[src/rtl/fifo_mmio_bridge_pkg.sv]
// Shared register map for the MMIO/USB-CDC FIFO bridge.
// Address constants and bit positions are used by the RTL decode and by firmware headers.
// No logic lives here apart from one small threshold-compare helper.
package fifo_mmio_bridge_pkg;

  // Register indices on addr_i
  localparam logic [1:0] REG_DATA   = 2'd0;
  localparam logic [1:0] REG_STATUS = 2'd1;
  localparam logic [1:0] REG_CTRL   = 2'd2;
  localparam logic [1:0] REG_IRQ    = 2'd3;

  // STATUS bit positions
  localparam int STATUS_RX_COUNT_LSB = 0;
  localparam int STATUS_TX_FREE_LSB  = 16;
  localparam int STATUS_RX_EMPTY     = 25;
  localparam int STATUS_TX_FULL      = 26;

  // CTRL bit positions
  localparam int CTRL_RX_IRQ_EN     = 0;
  localparam int CTRL_TX_IRQ_EN     = 1;
  localparam int CTRL_ERR_IRQ_EN    = 2;
  localparam int CTRL_RX_THRESH_LSB = 8;
  localparam int CTRL_TX_THRESH_LSB = 16;
  localparam int CTRL_FLUSH         = 31;

  // IRQ bit positions
  localparam int IRQ_RX_LVL = 0;
  localparam int IRQ_TX_LVL = 1;
  localparam int IRQ_TX_OVF = 2;
  localparam int IRQ_RX_UDF = 3;

  // Field widths: levels cover 0..256, thresholds are one byte
  localparam int LEVEL_W  = 9;
  localparam int THRESH_W = 8;

  // Stored CTRL fields; the flush bit is an action, never stored
  typedef struct packed {
    logic [THRESH_W-1:0] tx_thresh;
    logic [THRESH_W-1:0] rx_thresh;
    logic                err_irq_en;
    logic                tx_irq_en;
    logic                rx_irq_en;
  } ctrl_t;

  // A threshold of zero disables the level indication entirely
  function automatic logic level_hit(input logic [LEVEL_W-1:0]  level,
                                     input logic [THRESH_W-1:0] thresh);
    return (thresh != '0) && (level >= {1'b0, thresh});
  endfunction

endpackage

[src/rtl/fifo_mmio_bridge_sync_fifo.sv]
// Generic synchronous FIFO, first-word fall-through head, single-cycle flush.
// Latency: a pushed word appears on head_dat the cycle after its push edge.
// Backpressure: push ignored while full, pop ignored while empty; flush overrides both.
module sync_fifo #(
  parameter int WIDTH = 8,
  parameter int DEPTH = 16
) (
  input  logic                   clk_i,
  input  logic                   rstn_i,
  input  logic                   push,
  input  logic [WIDTH-1:0]       push_dat,
  input  logic                   pop,
  input  logic                   flush,
  output logic                   full,
  output logic                   empty,
  output logic [$clog2(DEPTH):0] count,
  output logic [WIDTH-1:0]       head_dat
);

  localparam int AW = $clog2(DEPTH);

  logic [WIDTH-1:0] mem [DEPTH];
  logic [AW-1:0]    wr_ptr;
  logic [AW-1:0]    rd_ptr;
  logic             do_push;
  logic             do_pop;

  assign full  = (count == (AW+1)'(DEPTH));
  assign empty = (count == '0);

  // Qualified operations; flush discards anything presented in the same cycle
  assign do_push = push & ~full  & ~flush;
  assign do_pop  = pop  & ~empty & ~flush;

  // Head reads as zero while empty so downstream never sees stale storage
  assign head_dat = empty ? '0 : mem[rd_ptr];

  // Pointer and occupancy tracking; pointers wrap naturally since DEPTH is a power of two
  always_ff @(posedge clk_i or negedge rstn_i) begin
    if (!rstn_i) begin
      wr_ptr <= '0;
      rd_ptr <= '0;
      count  <= '0;
    end else if (flush) begin
      wr_ptr <= '0;
      rd_ptr <= '0;
      count  <= '0;
    end else begin
      if (do_push) wr_ptr <= wr_ptr + AW'(1);
      if (do_pop)  rd_ptr <= rd_ptr + AW'(1);
      case ({do_push, do_pop})
        2'b10:   count <= count + (AW+1)'(1);
        2'b01:   count <= count - (AW+1)'(1);
        default: count <= count;
      endcase
    end
  end

  // Storage write; contents need no reset because empty masks the head
  always_ff @(posedge clk_i) begin
    if (do_push) mem[wr_ptr] <= push_dat;
  end

endmodule

[src/rtl/fifo_mmio_bridge.sv]
// Memory-mapped bridge between CPU loads/stores and the USB CDC byte streams (TX and RX FIFOs).
// Latency: register reads land on data_o one edge after sel&read; TX bytes are fall-through.
// Backpressure: TX waits on in_ready_i, RX deasserts out_ready_o when full; CPU overruns set sticky flags.
module fifo_mmio_bridge
  import fifo_mmio_bridge_pkg::*;
#(
  parameter int TX_DEPTH      = 16,
  parameter int RX_DEPTH      = 16,
  parameter int BUS_W         = 32,
  parameter int RX_THRESH_RST = 1,
  parameter int TX_THRESH_RST = 1
) (
  input  logic             clk_i,
  input  logic             rstn_i,
  input  logic             sel_i,
  input  logic             read_i,
  input  logic             write_i,
  input  logic [1:0]       addr_i,
  input  logic [BUS_W-1:0] data_i,
  output logic [BUS_W-1:0] data_o,
  output logic             rx_irq_o,
  output logic             tx_irq_o,
  output logic             err_irq_o,
  output logic [7:0]       in_data_o,
  output logic             in_valid_o,
  input  logic             in_ready_i,
  input  logic [7:0]       out_data_i,
  input  logic             out_valid_i,
  output logic             out_ready_o
);

  localparam int TX_CW = $clog2(TX_DEPTH) + 1;
  localparam int RX_CW = $clog2(RX_DEPTH) + 1;

  // ---------------------------------------------------------------
  // Bus decode. A simultaneous read and write is treated as a write.
  // ---------------------------------------------------------------
  logic bus_wr;
  logic bus_rd;
  logic data_wr;
  logic data_rd;
  logic ctrl_wr;
  logic irq_wr;
  logic flush;

  assign bus_wr  = sel_i & write_i;
  assign bus_rd  = sel_i & read_i & ~write_i;
  assign data_wr = bus_wr & (addr_i == REG_DATA);
  assign data_rd = bus_rd & (addr_i == REG_DATA);
  assign ctrl_wr = bus_wr & (addr_i == REG_CTRL);
  assign irq_wr  = bus_wr & (addr_i == REG_IRQ);
  assign flush   = ctrl_wr & data_i[CTRL_FLUSH];

  // Only a handful of data_i bits are architecturally meaningful
  logic unused_data;
  assign unused_data = ^data_i;

  // ---------------------------------------------------------------
  // FIFOs
  // ---------------------------------------------------------------
  logic             tx_full;
  logic             tx_empty;
  logic [TX_CW-1:0] tx_count;
  logic [7:0]       tx_head;
  logic             tx_push;
  logic             tx_pop;

  logic             rx_full;
  logic             rx_empty;
  logic [RX_CW-1:0] rx_count;
  logic [7:0]       rx_head;
  logic             rx_push;
  logic             rx_pop;
  logic             rx_rdy_en;

  assign tx_push = data_wr & ~tx_full;
  assign tx_pop  = in_valid_o & in_ready_i;
  assign rx_push = out_valid_i & out_ready_o;
  assign rx_pop  = data_rd & ~rx_empty;

  sync_fifo #(
    .WIDTH (8),
    .DEPTH (TX_DEPTH)
  ) u_tx_fifo (
    .clk_i    (clk_i),
    .rstn_i   (rstn_i),
    .push     (tx_push),
    .push_dat (data_i[7:0]),
    .pop      (tx_pop),
    .flush    (flush),
    .full     (tx_full),
    .empty    (tx_empty),
    .count    (tx_count),
    .head_dat (tx_head)
  );

  sync_fifo #(
    .WIDTH (8),
    .DEPTH (RX_DEPTH)
  ) u_rx_fifo (
    .clk_i    (clk_i),
    .rstn_i   (rstn_i),
    .push     (rx_push),
    .push_dat (out_data_i),
    .pop      (rx_pop),
    .flush    (flush),
    .full     (rx_full),
    .empty    (rx_empty),
    .count    (rx_count),
    .head_dat (rx_head)
  );

  // USB-facing handshakes
  assign in_valid_o  = ~tx_empty;
  assign in_data_o   = tx_head;
  assign out_ready_o = rx_rdy_en & ~rx_full;

  // Hold out_ready_o low through reset and for the first edge after release
  always_ff @(posedge clk_i or negedge rstn_i) begin
    if (!rstn_i) rx_rdy_en <= 1'b0;
    else         rx_rdy_en <= 1'b1;
  end

  // ---------------------------------------------------------------
  // Levels seen by software
  // ---------------------------------------------------------------
  logic [LEVEL_W-1:0] rx_level;
  logic [LEVEL_W-1:0] tx_free;
  logic               rx_lvl;
  logic               tx_lvl;
  ctrl_t              ctrl_q;

  assign rx_level = LEVEL_W'(rx_count);
  assign tx_free  = LEVEL_W'(TX_DEPTH) - LEVEL_W'(tx_count);
  assign rx_lvl   = level_hit(rx_level, ctrl_q.rx_thresh);
  assign tx_lvl   = level_hit(tx_free,  ctrl_q.tx_thresh);

  // CTRL register: enables and thresholds; the flush bit acts but is not stored
  always_ff @(posedge clk_i or negedge rstn_i) begin
    if (!rstn_i) begin
      ctrl_q.rx_irq_en  <= 1'b0;
      ctrl_q.tx_irq_en  <= 1'b0;
      ctrl_q.err_irq_en <= 1'b0;
      ctrl_q.rx_thresh  <= THRESH_W'(RX_THRESH_RST);
      ctrl_q.tx_thresh  <= THRESH_W'(TX_THRESH_RST);
    end else if (ctrl_wr) begin
      ctrl_q.rx_irq_en  <= data_i[CTRL_RX_IRQ_EN];
      ctrl_q.tx_irq_en  <= data_i[CTRL_TX_IRQ_EN];
      ctrl_q.err_irq_en <= data_i[CTRL_ERR_IRQ_EN];
      ctrl_q.rx_thresh  <= data_i[CTRL_RX_THRESH_LSB +: THRESH_W];
      ctrl_q.tx_thresh  <= data_i[CTRL_TX_THRESH_LSB +: THRESH_W];
    end
  end

  // ---------------------------------------------------------------
  // Sticky error flags
  // ---------------------------------------------------------------
  logic tx_ovf_q;
  logic rx_udf_q;
  logic tx_ovf_set;
  logic rx_udf_set;

  // A DATA write into a full TX FIFO is dropped; flush losses are not errors
  assign tx_ovf_set = data_wr & tx_full & ~flush;
  assign rx_udf_set = data_rd & rx_empty;

  // Write-1-to-clear, with a same-cycle set taking priority over the clear
  always_ff @(posedge clk_i or negedge rstn_i) begin
    if (!rstn_i) begin
      tx_ovf_q <= 1'b0;
      rx_udf_q <= 1'b0;
    end else begin
      tx_ovf_q <= tx_ovf_set | (tx_ovf_q & ~(irq_wr & data_i[IRQ_TX_OVF]));
      rx_udf_q <= rx_udf_set | (rx_udf_q & ~(irq_wr & data_i[IRQ_RX_UDF]));
    end
  end

  // Interrupts are pure functions of registered state
  assign rx_irq_o  = ctrl_q.rx_irq_en  & rx_lvl;
  assign tx_irq_o  = ctrl_q.tx_irq_en  & tx_lvl;
  assign err_irq_o = ctrl_q.err_irq_en & (tx_ovf_q | rx_udf_q);

  // ---------------------------------------------------------------
  // Read path
  // ---------------------------------------------------------------
  logic [31:0] rd_word;

  // Select the register image for the addressed index; unused bits stay zero
  always_comb begin
    rd_word = '0;
    case (addr_i)
      REG_DATA: begin
        if (!rx_empty) rd_word[7:0] = rx_head;
      end
      REG_STATUS: begin
        rd_word[STATUS_RX_COUNT_LSB +: LEVEL_W] = rx_level;
        rd_word[STATUS_TX_FREE_LSB  +: LEVEL_W] = tx_free;
        rd_word[STATUS_RX_EMPTY]                = rx_empty;
        rd_word[STATUS_TX_FULL]                 = tx_full;
      end
      REG_CTRL: begin
        rd_word[CTRL_RX_IRQ_EN]                     = ctrl_q.rx_irq_en;
        rd_word[CTRL_TX_IRQ_EN]                     = ctrl_q.tx_irq_en;
        rd_word[CTRL_ERR_IRQ_EN]                    = ctrl_q.err_irq_en;
        rd_word[CTRL_RX_THRESH_LSB +: THRESH_W]     = ctrl_q.rx_thresh;
        rd_word[CTRL_TX_THRESH_LSB +: THRESH_W]     = ctrl_q.tx_thresh;
      end
      REG_IRQ: begin
        rd_word[IRQ_RX_LVL] = rx_lvl;
        rd_word[IRQ_TX_LVL] = tx_lvl;
        rd_word[IRQ_TX_OVF] = tx_ovf_q;
        rd_word[IRQ_RX_UDF] = rx_udf_q;
      end
      default: rd_word = '0;
    endcase
  end

  // Registered read data; holds between reads
  always_ff @(posedge clk_i or negedge rstn_i) begin
    if (!rstn_i)     data_o <= '0;
    else if (bus_rd) data_o <= BUS_W'(rd_word);
  end

endmodule

[config.mk]
export PLATFORM = sky130hd
export DESIGN_NAME = fifo_mmio_bridge
export DESIGN_NICKNAME = d
export VERILOG_FILES = /design/src/rtl/fifo_mmio_bridge_pkg.sv /design/src/rtl/fifo_mmio_bridge_sync_fifo.sv /design/src/rtl/fifo_mmio_bridge.sv
export SDC_FILE = /design/constraint.sdc
export NUM_CORES = 1
export LEC_CHECK = 0
export BUFFER_PORTS_ARGS = -buffer_cell sky130_fd_sc_hd__buf_2
export CORE_UTILIZATION = 60
export DETAILED_ROUTE_END_ITERATION = 6
export PLACE_DENSITY = 0.79
export SLEW_MARGIN = 20
export SYNTH_ARGS = -nofsm -noshare
export SYNTH_HDL_FRONTEND = slang
export SYNTH_SLANG_ARGS = --single-unit
[constraint.sdc]
create_clock -name clk_i -period 3.4 [get_ports clk_i]
set_clock_uncertainty 0.2 [all_clocks]
set_input_delay 0.17 -clock clk_i [delete_from_list [all_inputs] [get_ports clk_i]]
set_output_delay 0.17 -clock clk_i [all_outputs]
set_load 0.005 [all_outputs]
Word-level counts from Yosys, hierarchy flattened
Memories as Yosys holds them, arrays and structs flattened.
Index checks and enable logic that the tools add are counted.
- $add $sub $neg: 9
- $lt $le $gt $ge: 2
- equal/unequal tests: 9
- muxes and demuxes: 25
- bitwise logic cells: 42
- reductions and logical operators: 13
- operators by type and width (operator ; count):
    4-bit 2-to-1 mux ; 8
    1-bit bitwise AND ; 31
    5-bit case mux with 2 select lines ; 2
    4-bit by 1-bit adder with 4-bit output, second input constant ; 4
    8-bit 2-to-1 mux ; 2
    8-bit case mux with 2 select lines ; 1
    8-bit nonzero test ; 2
    3-bit case mux with 4 select lines ; 1
    5-bit by 1-bit adder with 5-bit output, second input constant ; 2
    5-bit equality test, second input constant ; 2
    5-bit zero test ; 2
    5-bit 2-to-1 mux ; 2
    5-bit by 1-bit subtractor with 5-bit output, second input constant ; 2
    9-bit by 8-bit >= comparator with 1-bit output ; 1
    2-bit equality test, second input constant ; 4
    5-bit by 8-bit >= comparator with 1-bit output ; 1
    1-bit NOT ; 8
    4-bit case mux with 2 select lines ; 1
    2-bit nonzero test ; 4
    7-bit 2-to-1 mux ; 1
    2-bit by 1-bit equality test with 1-bit output, second input constant ; 3
    3-bit nonzero test ; 2
    5-bit by 5-bit subtractor with 6-bit output, first input constant ; 1
    1-bit 2-to-1 mux ; 5
    5 further kinds ; 8
- register bits: 75
- bits in writable memories: 256
- input bits: 49
- output and inout port bits: 45
- word-level logic and storage cells: 117
- memories: 2
- memory list (name ; depth ; bits a word ; rd ports ; clocked after Yosys merged registers in ; write ports ; RTL line ; text):
    u_rx_fifo.mem ; 16 ; 8 ; 1 ; 0 ; 1 ; fifo_mmio_bridge_sync_fifo.sv:22 ; logic [WIDTH-1:0] mem [DEPTH];
    u_tx_fifo.mem ; 16 ; 8 ; 1 ; 0 ; 1 ; fifo_mmio_bridge_sync_fifo.sv:22 ;

Longest topological paths before layout
Gate-level depths: netlist (run 1).
- word-level depth: 9
- mapped depth: 14
- mapped depth without buffers: 13

Cells and area by module
A second synthesis (run 1) with hierarchy kept.
- cell total of the unflattened synthesis: 883
- area, all modules: 14303.7 µm²
- by module, submodules not included (module ; instances ; cells an instance ; area each (µm²) ; seq. area each (µm²)):
    sync_fifo ; 2 ; 307 ; 5830.6 ; 4169.0
    fifo_mmio_bridge ; 1 ; 269 ; 2642.5 ; 1228.7

Worst setup path after synthesis (run 1)
No wires, ideal clock.
- path kind: reg-to-reg
- start point: register u_tx_fifo.count[0]
- end point: register u_tx_fifo.count[4]
- library setup time: 0.088 ns
- data arrival time: 2.658 ns
- data required time: 3.112 ns
- path slack: 0.454 ns
- cell stages (with the launch flop): 15
- buffers on the path: 1
- period minus slack after synthesis: 2.946 ns
- path through: dfrtp_1 > inv_1 > ha_1 > nor3b_1 > ha_1 > nor2b_1 > clkbuf_1 > nand3_1 > inv_1 > ha_1 > nor2b_1 > o21a_1 > o21ba_2 > o21ai_0 > nor3b_1
- cells in the longest elaborated chain, start to end: 8
- elaborated cells between the ends (all ways): 17
- classes of those cells: 2 x add/sub; 3 x eq/ne; 2 x mux; 8 x bitwise; 2 x reduce/logical
- RTL lines (element ; RTL line ; text):
    start: declaration ; fifo_mmio_bridge_sync_fifo.sv:16 ; output logic [$clog2(DEPTH):0] count,
    start signal: assignment ; fifo_mmio_bridge_sync_fifo.sv:52 ; 2'b10: count <= count + (AW+1)'(1);
    start signal: assignment ; fifo_mmio_bridge_sync_fifo.sv:53 ; 2'b01: count <= count - (AW+1)'(1);
    start signal: assignment ; fifo_mmio_bridge_sync_fifo.sv:54 ; default: count <= count;
    5-bit equality test or 5-bit zero test (tied branches) ; fifo_mmio_bridge_sync_fifo.sv:28, fifo_mmio_bridge_sync_fifo.sv:29 ;
    1-bit NOT (on tied branches) ; - ;
    1-bit bitwise AND (on tied branches) ; fifo_mmio_bridge.sv:76, fifo_mmio_bridge.sv:77 ;
    1-bit bitwise AND (on tied branches) (2 in series) ; fifo_mmio_bridge_sync_fifo.sv:32, fifo_mmio_bridge_sync_fifo.sv:33 ;
    2-bit by 1-bit equality test with 1-bit output or 2-bit equality test (tied branches) ; fifo_mmio_bridge_sync_fifo.sv:51 ; case ({do_push, do_pop})
    5-bit case mux with 2 select lines ; fifo_mmio_bridge_sync_fifo.sv:51 ;
    5-bit 2-to-1 mux ; fifo_mmio_bridge_sync_fifo.sv:44 ; end else if (flush) begin
Several ways; a longest one is shown, not always the timed one.
A chain may end at the register's enable or synchronous reset.

Worst setup path in the final report (run 1)
- start point: register u_tx_fifo.count[0]
- end point: output tx_irq_o
- cells in the longest elaborated chain, start to end: 4
- RTL lines (element ; RTL line ; text):
    5-bit by 5-bit subtractor with 6-bit output ; fifo_mmio_bridge.sv:134 ; assign tx_free = LEVEL_W'(TX_DEPTH) - LEVEL_W'(tx_count);
    9-bit by 8-bit >= comparator with 1-bit output ; fifo_mmio_bridge_pkg.sv:48 ; return (thresh != '0) && (level >= {1'b0, thresh});
    1-bit logical AND ; fifo_mmio_bridge_pkg.sv:48 ;
    1-bit bitwise AND ; fifo_mmio_bridge.sv:180 ; assign tx_irq_o = ctrl_q.tx_irq_en & tx_lvl;
    end: declaration ; fifo_mmio_bridge.sv:22 ; output logic tx_irq_o,
Every way passes these cells.

==> results of run 1 <==
## worst max-delay path: cells and delay by family, from the launching register on
family                     cells  cell delay, ns
adders and majority gates      3            0.70
AOI/OAI and AO/OA              3            0.67
DFF                            1            0.45
and+or+nand+nor                2            0.30
buffers and inverters          3            0.29
## cells in the mapped netlist (3+ instances only)
cell type / n / area, µm²
buf_1: 5 / 18.77
ha_1: 38 / 475.5
inv_1: 34 / 127.6
nor4_1: 4 / 25.02
xnor2_1: 9 / 78.83
nor2_1: 49 / 183.9
nand2_1: 57 / 214.0
nand2b_1: 7 / 43.79
nor3b_1: 3 / 22.52
buf_6: 3 / 33.78
mux4_2: 68 / 1531
o22ai_1: 3 / 18.77
a22oi_1: 6 / 45.04
dfrtp_1: 73 / 1827
xor2_1: 9 / 78.83
buf_4: 7 / 52.55
nand4_1: 10 / 62.56
a211oi_1: 5 / 37.54
a21oi_1: 25 / 125.1
nand3_1: 20 / 100.1
nor3_1: 16 / 80.08
o31ai_1: 3 / 22.52
o21ai_0: 17 / 85.08
buf_2: 11 / 55.05
and2_1: 14 / 87.58
clkbuf_1: 23 / 86.33
mux2i_1: 14 / 140.1
nand4b_1: 3 / 26.28
nor2b_1: 9 / 56.30
mux2_2: 26 / 292.8
o21a_1: 3 / 22.52
edfxtp_1: 256 / 7687
a21o_1: 3 / 22.52
a22o_1: 8 / 70.07
## cell type report
| class | count | area, µm² |
|---|---|---|
| flip-flops and latches | 331 | 9570 |
| fillers | 1348 | 6364 |
| multi-input cells | 468 | 4295 |
| repair buffers | 161 | 1119 |
| clock buffers | 45 | 943.4 |
| well taps | 313 | 391.6 |
| inverters | 34 | 130.1 |
| clock inverters | 18 | 102.6 |
## where the power goes
part / total, mW / internal (mW) / switching [mW]
sequential: 5.14 / 4.69 / 0.444
clock: 3.48 / 1.97 / 1.51
combinational: 2.92 / 1.51 / 1.41
total: 11.5 / 8.17 / 3.37
## sequential cells by signal, summed over array words and instances, names as in the netlist
name	flops
u_rx_fifo.wr_ptr	4
u_tx_fifo.count	5
u_tx_fifo.rd_ptr	4
u_tx_fifo.mem	128
data_o	27
rx_udf_q	1
u_tx_fifo.wr_ptr	4
rx_rdy_en	1
u_rx_fifo.mem	128
tx_ovf_q	1
u_rx_fifo.rd_ptr	4
ctrl_q	19
u_rx_fifo.count	5
## what timing repair did
action	CTS	global route
setup buffers	0	3
gates resized for setup	1	6
hold endpoints to repair	350	0
pin swaps	0	0
hold buffers	39	0
endpoints found under the setup margin	1	2
## cell families after synthesis
kind of cell | count (synthesis) | synth area share (%)
other cells | 2 | 0.05286
xor+xnor | 18 | 1.110
buf+inv | 83 | 2.633
simple gates | 203 | 6.984
mux | 108 | 13.83
compound gates | 93 | 4.430
flops | 331 | 67.34
fa+ha+maj | 40 | 3.628
## worst paths after layout
check	startpoint	to	cells after the start
max in group asynchronous	rstn_i	u_rx_fifo.rd_ptr[0]	2
hold reg to reg	data_o[12]	data_o[12]	2
setup reg to reg	u_tx_fifo.count[0]	u_tx_fifo.count[4]	14
hold / removal	read_i	rx_udf_q	3
setup / recovery	u_tx_fifo.count[0]	tx_irq_o	11
min in group asynchronous	rstn_i	u_tx_fifo.count[2]	2
## through the flow
stage                     total power, mW  utilization (%)  hold slack (ns)
after global routing                12.07            72.23          0.05039
after global placement              7.933            65.79           0.1708
after floorplan                     7.148                -          -0.3256
final                               11.54            72.23          0.05597
after CTS                           11.55            72.08          0.04392
after detailed placement            8.031            65.79           0.1690
## routing by layer
| metal | vias up | share of wire [%] | global-route usage [%] |
|---|---|---|---|
| met3 | 68 | 8.3 | 4.611 |
| met2 | 382 | 48 | 41.67 |
| met1 | 4188 | 41 | 37.26 |
| li1 | 3671 | - | - |
| met5 | - | 0.043 | 0 |
| met4 | 2 | 2.5 | 7.470 |
==> flow_metrics.env, run 1 <==
export IMPL_p_per_area_mw_per_mm2=697.3
export IMPL_yosys_warnings=0
export IMPL_status="finished clean"
export IMPL_die_w_um=155.9
export IMPL_layout_commonest_cell="edfxtp_1"
export IMPL_place_gp_congestion=0.8587
export IMPL_firstDrtPassIters=5
export IMPL_synth_flop_cell="edfxtp_1"
export IMPL_setup_ws_ns=0.1106
export IMPL_crit_path_max_incr_delay_ns=0.45
export IMPL_drive_above_1_share_pct=26.40
export IMPL_path_common_cell="ha_1"
export IMPL_rows=55
export IMPL_cp_required_ns=3.03
export IMPL_slowest_stage="dfrtp_2"
export IMPL_layout_cells_non_filler=1370
export IMPL_syn_to_final_growth_pct=16.50
export IMPL_syn_area_mm2=0.01421
export IMPL_relSlewSlack_pct=34.50
export IMPL_crit_path_start_kind="flop"
export IMPL_synth_cell_types=62
export IMPL_cts_buffer_depth=3
export IMPL_numPortBuffers=81
export IMPL_totalWireLength_um=30230
export IMPL_grt_overflow_total=0
export IMPL_dpl_instance_area_mm2=0.01508
export IMPL_via_count=8311
export IMPL_grt_max_degree=76
export IMPL_insertion_delay_ns=0.51
export IMPL_wl_per_cell_um=22.06
export IMPL_tightest_slew_ns=0.9790
export IMPL_antenna_found_initial=1
export IMPL_initial_core_util_pct=62.00
export IMPL_fmax_mhz=304.0
export IMPL_dpl_hpwl_um=19110
export IMPL_path_cells="inv_4 -> ha_2 -> nor3b_4 -> ha_1 -> inv_1 -> ha_1 -> nand4_1 -> a21oi_1 -> o311a_1 -> o211a_1 -> buf_2"
export IMPL_reg2reg_slack_ns=0.23
export IMPL_end_kind="primary output"
export IMPL_clock_sinks=331
export IMPL_syn_inst=878
export IMPL_pin_count=94
export IMPL_grt_pass1_vias=8461
export IMPL_die_y_um=155.9
export IMPL_cts_root_buf="clkbuf_16"
export IMPL_viasPerCell=6.066
export IMPL_timing_setup_tns_ns=0
export IMPL_slew_viol_final=0
export IMPL_hold_path_class="in -> reg"
export IMPL_finalCritPeriodShare_pct=96.75
export IMPL_crit_type="reg -> out"
export IMPL_drtIter0Drc=777
export IMPL_p_leak_nw=6.162
export IMPL_antenna_cells=0
export IMPL_fin_area_mm2=0.01655
export IMPL_grtUsageTotal_pct=26.06
export IMPL_hold_violations=0
export IMPL_yosysSeqAreaShare_pct=67.34
export IMPL_drc_errors=0
export IMPL_placed_cells=1265
export IMPL_coreArea_mm2=0.02292
export IMPL_clk_pin_slew_ns=0.06
export IMPL_layout_common_cells="edfxtp_1, buf_2, dfrtp_1"
export IMPL_pre_cts_slack_ns=0.1903
export IMPL_vdd_drop_max_mv=0.4605
export IMPL_fp_dieArea_mm2=0.02430
export IMPL_finalCriticalPeriod_ns=3.289
export IMPL_grt_pass1_wl_um=47360
export IMPL_nNetsFinal=1120
export IMPL_synth_seq_cells=331
export IMPL_htree_levels=2
export IMPL_worstPathMaxFanout=5
export IMPL_synth_edf_count=256
export IMPL_postSynthAreaPerCell_um2=16.18
export IMPL_cts_tree="built"
export IMPL_finalSetupViolCount=0
export IMPL_antenna_left=0
export IMPL_cap_violations=0
export IMPL_synthArstFlopShare_pct=22.66
export IMPL_arrival_ns=2.92
export IMPL_cts_buffers=35
Note: power is estimated with default switching activity, not from simulation.
==> run 2, diff against run 1 <==
--- a/config.mk
+++ b/config.mk
@@ -6,9 +6,11 @@
 export NUM_CORES = 1
 export LEC_CHECK = 0
 export BUFFER_PORTS_ARGS = -buffer_cell sky130_fd_sc_hd__buf_2
-export CORE_UTILIZATION = 60
+export CELL_PAD_IN_SITES_DETAIL_PLACEMENT = 0
+export CELL_PAD_IN_SITES_GLOBAL_PLACEMENT = 2
+export CORE_UTILIZATION = 45
 export DETAILED_ROUTE_END_ITERATION = 6
-export PLACE_DENSITY = 0.79
+export PLACE_DENSITY_LB_ADDON = 0.1
 export SLEW_MARGIN = 20
 export SYNTH_ARGS = -nofsm -noshare
 export SYNTH_HDL_FRONTEND = slang
==> constraint.sdc (replaced) <==
create_clock -name clk_i -period 3.4 [get_ports clk_i]
set_clock_uncertainty 0.2 [all_clocks]
set_input_delay 0.51 -clock clk_i [delete_from_list [all_inputs] [get_ports clk_i]]
set_output_delay 0.51 -clock clk_i [all_outputs]
set_load 0.005 [all_outputs]
==> flow_metrics.env, run 2 (synthesized netlist as in run 1, its figures left out) <==
export IMPL_vdd_drop_max_mv=0.4479
export IMPL_viasPerCell=5.500
export IMPL_cap_violations=0
export IMPL_antenna_left=0
export IMPL_dpl_instance_area_mm2=0.01530
export IMPL_relSlewSlack_pct=51.75
export IMPL_place_gp_congestion=0.7981
export IMPL_worstPathMaxFanout=2
export IMPL_critPathTopFamily="adder cells"
export IMPL_switching_share_pct=28.25
export IMPL_wl_per_cell_um=21.92
export IMPL_grtUsageTotal_pct=20.01
export IMPL_finalCritPeriodShare_pct=99.40
export IMPL_finalPower_mw=12.07
export IMPL_numPortBuffers=81
export IMPL_die_y_um=179.7
export IMPL_fin_area_mm2=0.01664
export IMPL_cp_required_ns=2.69
export IMPL_timing_setup_tns_ns=0
export IMPL_dpl_hpwl_um=20470
export IMPL_coreArea_mm2=0.03083
export IMPL_htree_levels=2
export IMPL_syn_to_final_growth_pct=17.11
export IMPL_clock_sinks=331
export IMPL_pin_count=94
export IMPL_clockPowerShare_pct=32.8
export IMPL_cts_root_buf="clkbuf_16"
export IMPL_grt_overflow_total=0
export IMPL_crit_path_max_incr_delay_ns=0.40
export IMPL_insertion_delay_ns=0.51
export IMPL_layout_commonest_cell="edfxtp_1"
export IMPL_die_w_um=179.7
export IMPL_violations="design-rule violations"
export IMPL_cts_buffers=37
export IMPL_hold_violations=0
export IMPL_intPower_mw=8.658
export IMPL_fillCellCount=2512
export IMPL_fp_dieArea_mm2=0.03229
export IMPL_firstDrtPassIters=7
export IMPL_grt_max_degree=37
export IMPL_nNetsFinal=1105
export IMPL_pre_cts_slack_ns=0.2035
export IMPL_cts_tree="built"
export IMPL_cts_buffer_depth=3
export IMPL_totalWireLength_um=31550
export IMPL_rsz0062_at_grt="true"
export IMPL_register_area_mm2=0.009570
export IMPL_path_cells="inv_2 -> ha_4 -> nor3b_4 -> ha_1 -> inv_2 -> ha_4 -> nand4_1 -> a21oi_2 -> o311a_1 -> o211a_1 -> buf_2"
export IMPL_p_switching_mw=3.409
export IMPL_arrival_ns=2.67
export IMPL_clk_pin_slew_ns=0.06
export IMPL_slowest_stage="dfrtp_1"
export IMPL_seqPwrFrac_pct=42.1
export IMPL_cp_num_buf_inv=3
export IMPL_rows=64
export IMPL_status="finished, violations left"
export IMPL_end_kind="primary output"
export IMPL_p_comb_share_pct=25.1
export IMPL_p_leak_nw=6.201
export IMPL_multi_input_area_mm2=0.004343
export IMPL_initial_core_util_pct=46.08
export IMPL_whs_ns=0.02368
export IMPL_antenna_cells=0
export IMPL_crit_type="reg -> out"
export IMPL_grt_pass1_wl_um=49180
export IMPL_finalCriticalPeriod_ns=3.380
export IMPL_fmax_mhz=295.9
export IMPL_via_count=7915
export IMPL_slew_viol_final=0
export IMPL_grt_pass1_vias=8333
export IMPL_hold_path_class="in -> reg"
export IMPL_reg_top3="u_rx_fifo.mem: 128 flops, u_tx_fifo.mem: 128 flops, data_o: 27 flops"
export IMPL_p_per_area_mw_per_mm2=725.2
export IMPL_drc_errors=9
export IMPL_finalSetupViolCount=0
export IMPL_drtIter0Drc=571
export IMPL_drive_above_1_share_pct=30.01
export IMPL_antenna_found_initial=2
export IMPL_layout_common_cells="edfxtp_1, buf_2, dfrtp_1"
export IMPL_setup_ws_ns=0.02030
export IMPL_tightest_slew_ns=0.7237
export IMPL_crit_path_start_kind="flop"
-- run 2: metrics by stage --
stage	std cells	utilization, %
floorplan	882	-
global placement	1364	49.63
detailed placement	1364	49.63
CTS	1437	53.84
global route	1439	53.97
finish	1439	53.97
-- run 2: path summary, 6_finish.rpt --
path,from,endpoint,depth (start not counted),slack [ns]
setup / recovery,u_tx_fifo.count[1],tx_irq_o,11,0.02
hold reg to reg,data_o[11],data_o[11],2,0.26
setup reg to reg,u_tx_fifo.count[1],u_tx_fifo.count[4],15,0.19
min in group asynchronous,rstn_i,u_tx_fifo.rd_ptr[1],2,0.33
hold / removal,data_i[20],ctrl_q[15],2,0.02
max in group asynchronous,rstn_i,ctrl_q[11],3,1.91
-- run 2: routing by layer --
layer	vias up	wire, µm	GRT usage [%]
li1	3633	-	-
met1	4064	13680	26.35
met2	158	15860	34.39
met3	56	1224	3.241
met4	4	760	5.793
met5	-	24	0
-- run 2: timing repair --
item	CTS	global route
hold buffers	1	0
pin swaps	5	2
hold endpoints to repair	33	0
setup buffers	6	2
setup endpoints to repair	1	2
resized for setup	10	4
-- run 2: power by group through the flow --
stage / logic (mW) / clock network (mW) / registers [mW]
2_1_floorplan: 2.19 / 0 / 4.96
3_3_place_gp: 2.85 / 0 / 5.13
3_5_place_dp: 2.92 / 0 / 5.16
4_1_cts: 3.02 / 4.06 / 5.08
5_1_grt: 3.35 / 4.22 / 5.13
6_report: 3.03 / 3.96 / 5.08
-- run 2: cell type report --
class                   instances  share of cell area (%)
clock inverters                21                   1.444
repair buffers                144                   5.384
well taps                     396                   2.978
multi-input cells             468                   26.10
clock buffers                  45                   5.805
inverters                      34                  0.7670
flip-flops and latches        331                   57.52
